## src/rtl/dom_and_pipe.sv

```systemverilog
// Two-stage DOM-indep masked AND / sharewise XOR over N shares of W bits,
// with elastic valid/ready handshakes on operands, randomness and result.
module dom_and_pipe #(
    parameter int unsigned D = 2,
    parameter int unsigned N = D + 1,
    parameter int unsigned W = 32,
    parameter int unsigned L = N * D / 2
) (
    input  logic           clk,
    input  logic           rst,
    input  logic           in_valid,
    output logic           in_ready,
    input  logic           in_op,
    input  logic [N*W-1:0] port_a,
    input  logic [N*W-1:0] port_b,
    input  logic           rnd_valid,
    output logic           rnd_ready,
    input  logic [L*W-1:0] port_r,
    output logic           out_valid,
    input  logic           out_ready,
    output logic [N*W-1:0] port_c,
    output logic           busy
);
    localparam int unsigned PW = N * N * W;

    logic           s1_v;
    logic           s2_v;
    logic           s1_en;
    logic           s2_en;
    logic           acc;
    logic [PW-1:0]  pp_d;
    logic [PW-1:0]  pp_q;
    logic [N*W-1:0] c_d;
    logic [N*W-1:0] c_q;

    // Randomness slot shared by the unordered share pair {i, j}, i != j.
    function automatic int unsigned pair_slot(int unsigned i, int unsigned j);
        int unsigned lo;
        int unsigned hi;
        lo = (i < j) ? i : j;
        hi = (i < j) ? j : i;
        return lo + (hi * (hi - 1)) / 2;
    endfunction

    assign s2_en     = !s2_v || out_ready;
    assign s1_en     = !s1_v || s2_en;
    assign in_ready  = s1_en && (in_op || rnd_valid);
    assign acc       = in_valid && in_ready && !rst;
    assign rnd_ready = acc && !in_op;
    assign out_valid = s2_v;
    assign port_c    = c_q;
    assign busy      = s1_v || s2_v;

    // Partial products; cross terms are blinded by the pair's fresh mask.
    always_comb begin
        pp_d = '0;
        for (int unsigned i = 0; i < N; i++) begin
            for (int unsigned j = 0; j < N; j++) begin
                if (i == j) begin
                    if (in_op) begin
                        pp_d[(i*N+j)*W +: W] = port_a[i*W +: W] ^ port_b[i*W +: W];
                    end else begin
                        pp_d[(i*N+j)*W +: W] = port_a[i*W +: W] & port_b[i*W +: W];
                    end
                end else if (!in_op) begin
                    pp_d[(i*N+j)*W +: W] = (port_a[i*W +: W] & port_b[j*W +: W])
                                         ^ port_r[pair_slot(i, j)*W +: W];
                end
            end
        end
    end

    // Share compression only ever reads registered partial products.
    always_comb begin
        c_d = '0;
        for (int unsigned i = 0; i < N; i++) begin
            for (int unsigned j = 0; j < N; j++) begin
                c_d[i*W +: W] = c_d[i*W +: W] ^ pp_q[(i*N+j)*W +: W];
            end
        end
    end

    always_ff @(posedge clk) begin
        if (rst) begin
            s1_v <= 1'b0;
            s2_v <= 1'b0;
            pp_q <= '0;
            c_q  <= '0;
        end else begin
            if (s1_en) begin
                s1_v <= acc;
                if (acc) begin
                    pp_q <= pp_d;
                end
            end
            if (s2_en) begin
                s2_v <= s1_v;
                if (s1_v) begin
                    c_q <= c_d;
                end
            end
        end
    end
endmodule
```

## config.mk

```make
export PLATFORM = sky130hd
export DESIGN_NAME = dom_and_pipe
export DESIGN_NICKNAME = d
export VERILOG_FILES = /design/src/rtl/dom_and_pipe.sv
export SDC_FILE = /design/constraint.sdc
export NUM_CORES = 1
export LEC_CHECK = 0
export ABC_AREA = 0
export BUFFER_PORTS_ARGS = -buffer_cell sky130_fd_sc_hd__buf_2
export CORE_ASPECT_RATIO = 2
export CORE_MARGIN = 2
export CORE_UTILIZATION = 55
export CTS_BUF_LIST = sky130_fd_sc_hd__clkbuf_8 sky130_fd_sc_hd__clkbuf_16
export DETAILED_ROUTE_END_ITERATION = 8
export PLACE_DENSITY = 0.83
export SYNTH_ARGS = -nofsm -noshare
export SYNTH_HDL_FRONTEND = slang
export SYNTH_SLANG_ARGS = --single-unit
```

## constraint.sdc

```tcl
create_clock -name clk -period 1.6 [get_ports clk]
set_input_delay 0.08 -clock clk [delete_from_list [all_inputs] [get_ports clk]]
set_output_delay 0.08 -clock clk [all_outputs]
set_load 0.02 [all_outputs]
```

# ---- Word-level counts from Yosys, hierarchy flattened
# Index checks and enable logic that the tools add are counted.
# Widths: inputs -> output; s select.
dict set report classes {
  n_addsub 0
  n_mul 0
  div_mod_pow 0
  magnitude_cmp 0
  n_eq_ne 0
  shift 0
  muxes 9
  bitwise 24
  n_reduce_logical 14
}
# op n
set ops {}
lappend ops {{$xor 32x32->32} 15}
lappend ops {{$and 32x32->32} 9}
lappend ops {{$mux 32} 9}
lappend ops {{$logic_and 1x1->1} 4}
lappend ops {{$logic_not 1->1} 4}
lappend ops {{$logic_or 1x1->1} 4}
lappend ops {{$reduce_and 2->1} 2}
dict set report word_totals {
  ff_bits 386
  latchBits 0
  mem_bits_rw 0
  mem_bits_ro 0
  in_bits 294
  out_inout_bits 100
  wordCells 51
  memories 0
}

# ---- Depth between registers and ports, before layout
dict set report logic_depth {
  word_depth 7
  depth_mapped 8
  depth_no_buf 4
}

# ---- Worst setup path after synthesis
# OpenSTA, ideal clock, no wires.
dict set report synth_timing {
  path_type {register -> output}
  start {register s2_v (netlist: out_valid)}
  end {output port rnd_ready}
  arrival_time_ps 1578
  required_time_ps 1520
  slack_ps -58
  path_stages_with_launch 8
  n_path_buf 4
  path_cell_list {dfxtp_1 -> nand3b_1 -> nand2b_1 -> buf_2 -> buf_6 -> buf_6 -> buf_2 -> nor3_1}
}
dict set report synth_via {
  elab_chain_cells 7
}
# element line_no
set synth_rtl {}
lappend synth_rtl {{start: declaration} 27} ;# logic s2_v;
lappend synth_rtl {{start signal: assignment} 97} ;# s2_v <= s1_v;
lappend synth_rtl {{$logic_not 1->1} 45} ;# assign s2_en = !s2_v || out_ready;
lappend synth_rtl {{$logic_or 1x1->1} 45}
lappend synth_rtl {{$logic_or 1x1->1} 46} ;# assign s1_en = !s1_v || s2_en;
lappend synth_rtl {{$logic_and 1x1->1} 47} ;# assign in_ready = s1_en && (in_op || rnd_valid);
lappend synth_rtl {{$logic_and 1x1->1 (2 in series)} 48} ;# assign acc = in_valid && in_ready && !rst;
lappend synth_rtl {{$logic_and 1x1->1} 49} ;# assign rnd_ready = acc && !in_op;
lappend synth_rtl {{end: declaration} 17} ;# output logic rnd_ready,
# No other way between the ends.

# ---- Worst setup path in the final report
dict set report layout_timing {
  start {register s1_v}
  end {register pp_q[170]}
}
dict set report layout_via {
  elab_chain_cells 6
}
# element line_no
set layout_rtl {}
lappend layout_rtl {{start: declaration} 26} ;# logic s1_v;
lappend layout_rtl {{start signal: assignment} 85} ;# s1_v <= 1'b0;
lappend layout_rtl {{start signal: assignment} 91} ;# s1_v <= acc;
lappend layout_rtl {{$logic_not 1->1 (*)} 46}
lappend layout_rtl {{$logic_or 1x1->1 (*)} 46}
lappend layout_rtl {{$logic_and 1x1->1} 47}
lappend layout_rtl {{$logic_and 1x1->1 (2 in series)} 48}
lappend layout_rtl {{$reduce_and 2->1 (no line) (*)} n/a}
lappend layout_rtl {{end signal: assignment} 93} ;# pp_q <= pp_d;
lappend layout_rtl {{end: declaration} 32} ;# logic [PW-1:0] pp_q;
# Every way passes the cells marked *; elsewhere a longest branch is shown, timed or not.
# A chain may end at the register's enable or synchronous reset.

==> results by group <==
Setup path
  • Crit path max fanout: 19
  • Reg-to-reg startpoint: s1_v
  • CP Capture Type: flip-flop
  • Worst r2r path cells: 7
  • Top cell by count, worst path: buf_12
  • Worst Setup Start Kind: flip-flop
  • Crit path cell chain: nand3b_1 > nand2b_4 > buf_12 > buf_6 > buf_12 > or3_1 > a21oi_1
  • Largest stage delay, worst path: 0.43 ns
  • Worst Setup Path Type: reg -> reg
  • Internal reg-to-reg setup slack: -0.15 ns
  • CP max stage cell: or3_1
  • CP required: 2.05 ns
  • WP data arrival: 2.20 ns
  • Reg2Reg Capture Point: pp_q[170]

Global routing
  • Initial antenna violation count: 0
  • Tot GR Track Use: 0.289
  • Vias in the first global route: 17700
  • Largest net degree at the start of global routing: 134
  • First-pass GRT wire length: 85500 um
  • Grt total ovfl: 0

Yosys
  • Cells after synthesis: 2278
  • Synth unique cells: 21
  • Synthesized Nets: 2668
  • Mapped Avg Cell Area: 8.60 um^2
  • #FFs+latches synth: 386
  • Seq/Total Area, Yosys: 0.394
  • Netlist Area Pre-Place: 0.0196 mm^2
  • Synth warn: 0

Routing
  • DRC errors left: 0
  • DR WL/cell: 19.1 um
  • DRT Pass-1 Iters: 5
  • Post-Route WL: 59800 um
  • Vias per Instance: 5.69
  • Final ANT Viol Nets: 0
  • Vias: 17800
  • Initial drt markers: 1029

Status
  • Status: complete, but fails checks
  • Violated checks: setup timing

Die
  • Chip height: 271 um
  • I/O pin count: 394
  • Horiz. Die Dim: 137 um
  • Initial cell density of the core: 0.559
  • Cell row count: 97
  • Total die area: 0.0373 mm^2
  • Core box area: 0.0351 mm^2

Placed design
  • Post-DP HPWL: 38800 um
  • IO Port Bufs: 393
  • Dpl cells: 3004
  • GPL Wtd Cong: 0.935

Hold path
  • Hold depth: 4
  • Hold Crit Class: in -> reg
  • Hold path endpoint: pp_q[216]
  • HP Start: port_r[56]

Finish
  • Final #Nets: 3049
  • P&R area growth vs syn: 24.1%
  • Non-Filler Instances: 3127
  • Share of cells above drive strength 1: 0.217
  • Antenna diodes: 0

Power
  • Internal: 0.0171 W
  • Sw Ratio: 0.279
  • Pwr/cell area: 974 mW/mm^2
  • NetSw: 0.00661 W
  • Total Power: 0.0237 W
  • Worst VDD drop: 0.00111 V
  • Clock Power Share: 0.367
  • Leak: 10.6 nW
  • Comb pwr share: 0.190
  • Sequential power share: 0.443

Clock tree
  • CTS tree: done
  • CTS H-tree lvls: 2
  • CTS sink count: 386
  • Max clock buf depth: 3
  • Clock latency at the later pin of the worst-skew pair: 0.52 ns
  • Root Buffer: clkbuf_16
  • Total CTS buffers: 36
  • Clock-pin slew on the worst setup and hold paths: 0.07 ns

STA
  • Final period util: 1.09
  • Final hold violation count: 0
  • Layout Skew: 0.0155 ns
  • Setup violators final: 197
  • Period minus WS final: 1.75 ns
  • Max Fclk: 572 MHz
  • Slew headroom: 0.559
  • RSZ-0062 raised after global routing: true
  • Final Slew Violations: 0
  • Worst-Margin Slew: 0.662 ns
  • Final WS setup: -0.149 ns

Flow run
  • Max Cap Viol: 0
-- worst max-delay path: cells and delay by family (launching register included) --
family                 cells  cell delay [ns]
AO/OA/AOI/OAI              1             0.20
buffers and inverters      3             0.47
flip-flops                 1             0.32
AND/OR/NAND/NOR            3             0.67
-- stage by stage --
stage / utilization / instance area, um^2 / hold WS (ns) / worst slack, ns / setup TNS [ns]
4_1_cts: 0.674 / 23600 / 0.00103 / -0.113 / -1.84
3_3_place_gp: 0.627 / 22000 / 0.431 / 0.102 / 0
6_report: 0.693 / 24300 / 0.0119 / -0.149 / -6.78
5_1_grt: 0.693 / 24300 / 0.0261 / -0.209 / -21.27
2_1_floorplan: - / 19600 / 0.288 / 0.0707 / 0
3_5_place_dp: 0.627 / 22000 / 0.437 / 0.0152 / 0
-- power groups by stage --
stage | clock network [W] | logic (W) | registers [W]
2_1_floorplan | 0 | 0.00234 | 0.0108
3_3_place_gp | 0 | 0.00386 | 0.0107
3_5_place_dp | 0 | 0.00398 | 0.0107
4_1_cts | 0.00876 | 0.00413 | 0.0105
5_1_grt | 0.00917 | 0.00486 | 0.0105
6_report | 0.00869 | 0.00450 | 0.0105
-- sequential cells by signal (all words and copies together), names as in the netlist --
name / cells
out_valid: 1
port_c: 96
pp_q: 288
s1_v: 1
-- per-layer routing --
metal  wire length, um  share of wire  track usage  up-vias
met1             20200           0.34        0.282     8408
met4              5410          0.091        0.248        0
met2             30900           0.52        0.513      698
li1                  -              -            -     8415
met3              3210          0.054       0.0482      286
met5                 0              0            0        -
-- layout make-up --
| type | count | area (um^2) |
|---|---|---|
| multi-input combinational | 1742 | 11400 |
| tap | 445 | 557 |
| sequential | 386 | 7730 |
| fill | 2529 | 10800 |
| inverter | 1 | 3.75 |
| timing repair buffer | 492 | 3430 |
| clock inverter | 14 | 126 |
| clock buffer | 47 | 1060 |
-- repair_timing --
item                                    in CTS  in global routing
pin swaps                                   19                 15
buffers inserted                             6                 11
gates cloned                                 1                 15
endpoints found under the hold margin       33                  0
hold buffers                                29                  0
gates resized for setup                     24                 62
endpoints found under the setup margin       1                271
-- worst max-delay path by stage --
stage / cells past startpoint / to / from / slack (ns)
final: 7 / pp_q[170] / s1_v / -0.15
after global routing: 7 / pp_q[170] / s1_v / -0.21
after CTS: 6 / rnd_ready / s1_v / -0.11
after detailed placement: 6 / pp_q[212] / out_valid / 0.02
after global placement: 6 / pp_q[209] / out_valid / 0.10
after floorplan: 5 / pp_q[0] / out_valid / 0.07
-- cell families after synthesis --
kind of cell               share of synthesized area
xor gates and xnor gates                       0.172
and+or+nand+nor                                0.175
DFF                                            0.394
adders and majority gates                     0.0613
AOI/OAI and AO/OA                              0.111
buffers and inverters                         0.0379
muxes                                         0.0490
-- cells in the final DEF, fill, tap and decap left out, types with 11 or more instances in the layout --
cell type,instances
buf_2,389
buf_12,25
buf_6,13
a211oi_2,15
nor2_1,94
or3_1,187
xnor2_1,96
nand2_1,480
clkbuf_8,11
mux2i_1,96
dfxtp_1,384
a21oi_1,162
a21oi_2,32
dlygate4sd3_1,29
a211oi_1,81
xor2_1,288
clkbuf_16,48
ha_1,96
o21ai_0,96
buf_4,19
-- Yosys cell counts --
library cell	number	area share
nand2_1	480	0.092
dfxtp_1	386	0.39
xor2_1	288	0.13
a21oi_1	195	0.050
or3_1	192	0.061
nor2_1	99	0.019
a211oi_1	96	0.037
ha_1	96	0.061
mux2i_1	96	0.049
o21ai_0	96	0.025
xnor2_1	96	0.043
clkbuf_1	86	0.016
buf_2	47	0.012
buf_6	16	0.0092
nand2b_1	2	0.00064
nand3b_1	2	0.00077
and3b_1	1	0.00045
inv_1	1	0.00019
nor3_1	1	0.00026
o21ai_1	1	0.00026
or2_2	1	0.00032
(Power assumes the default switching activity.)
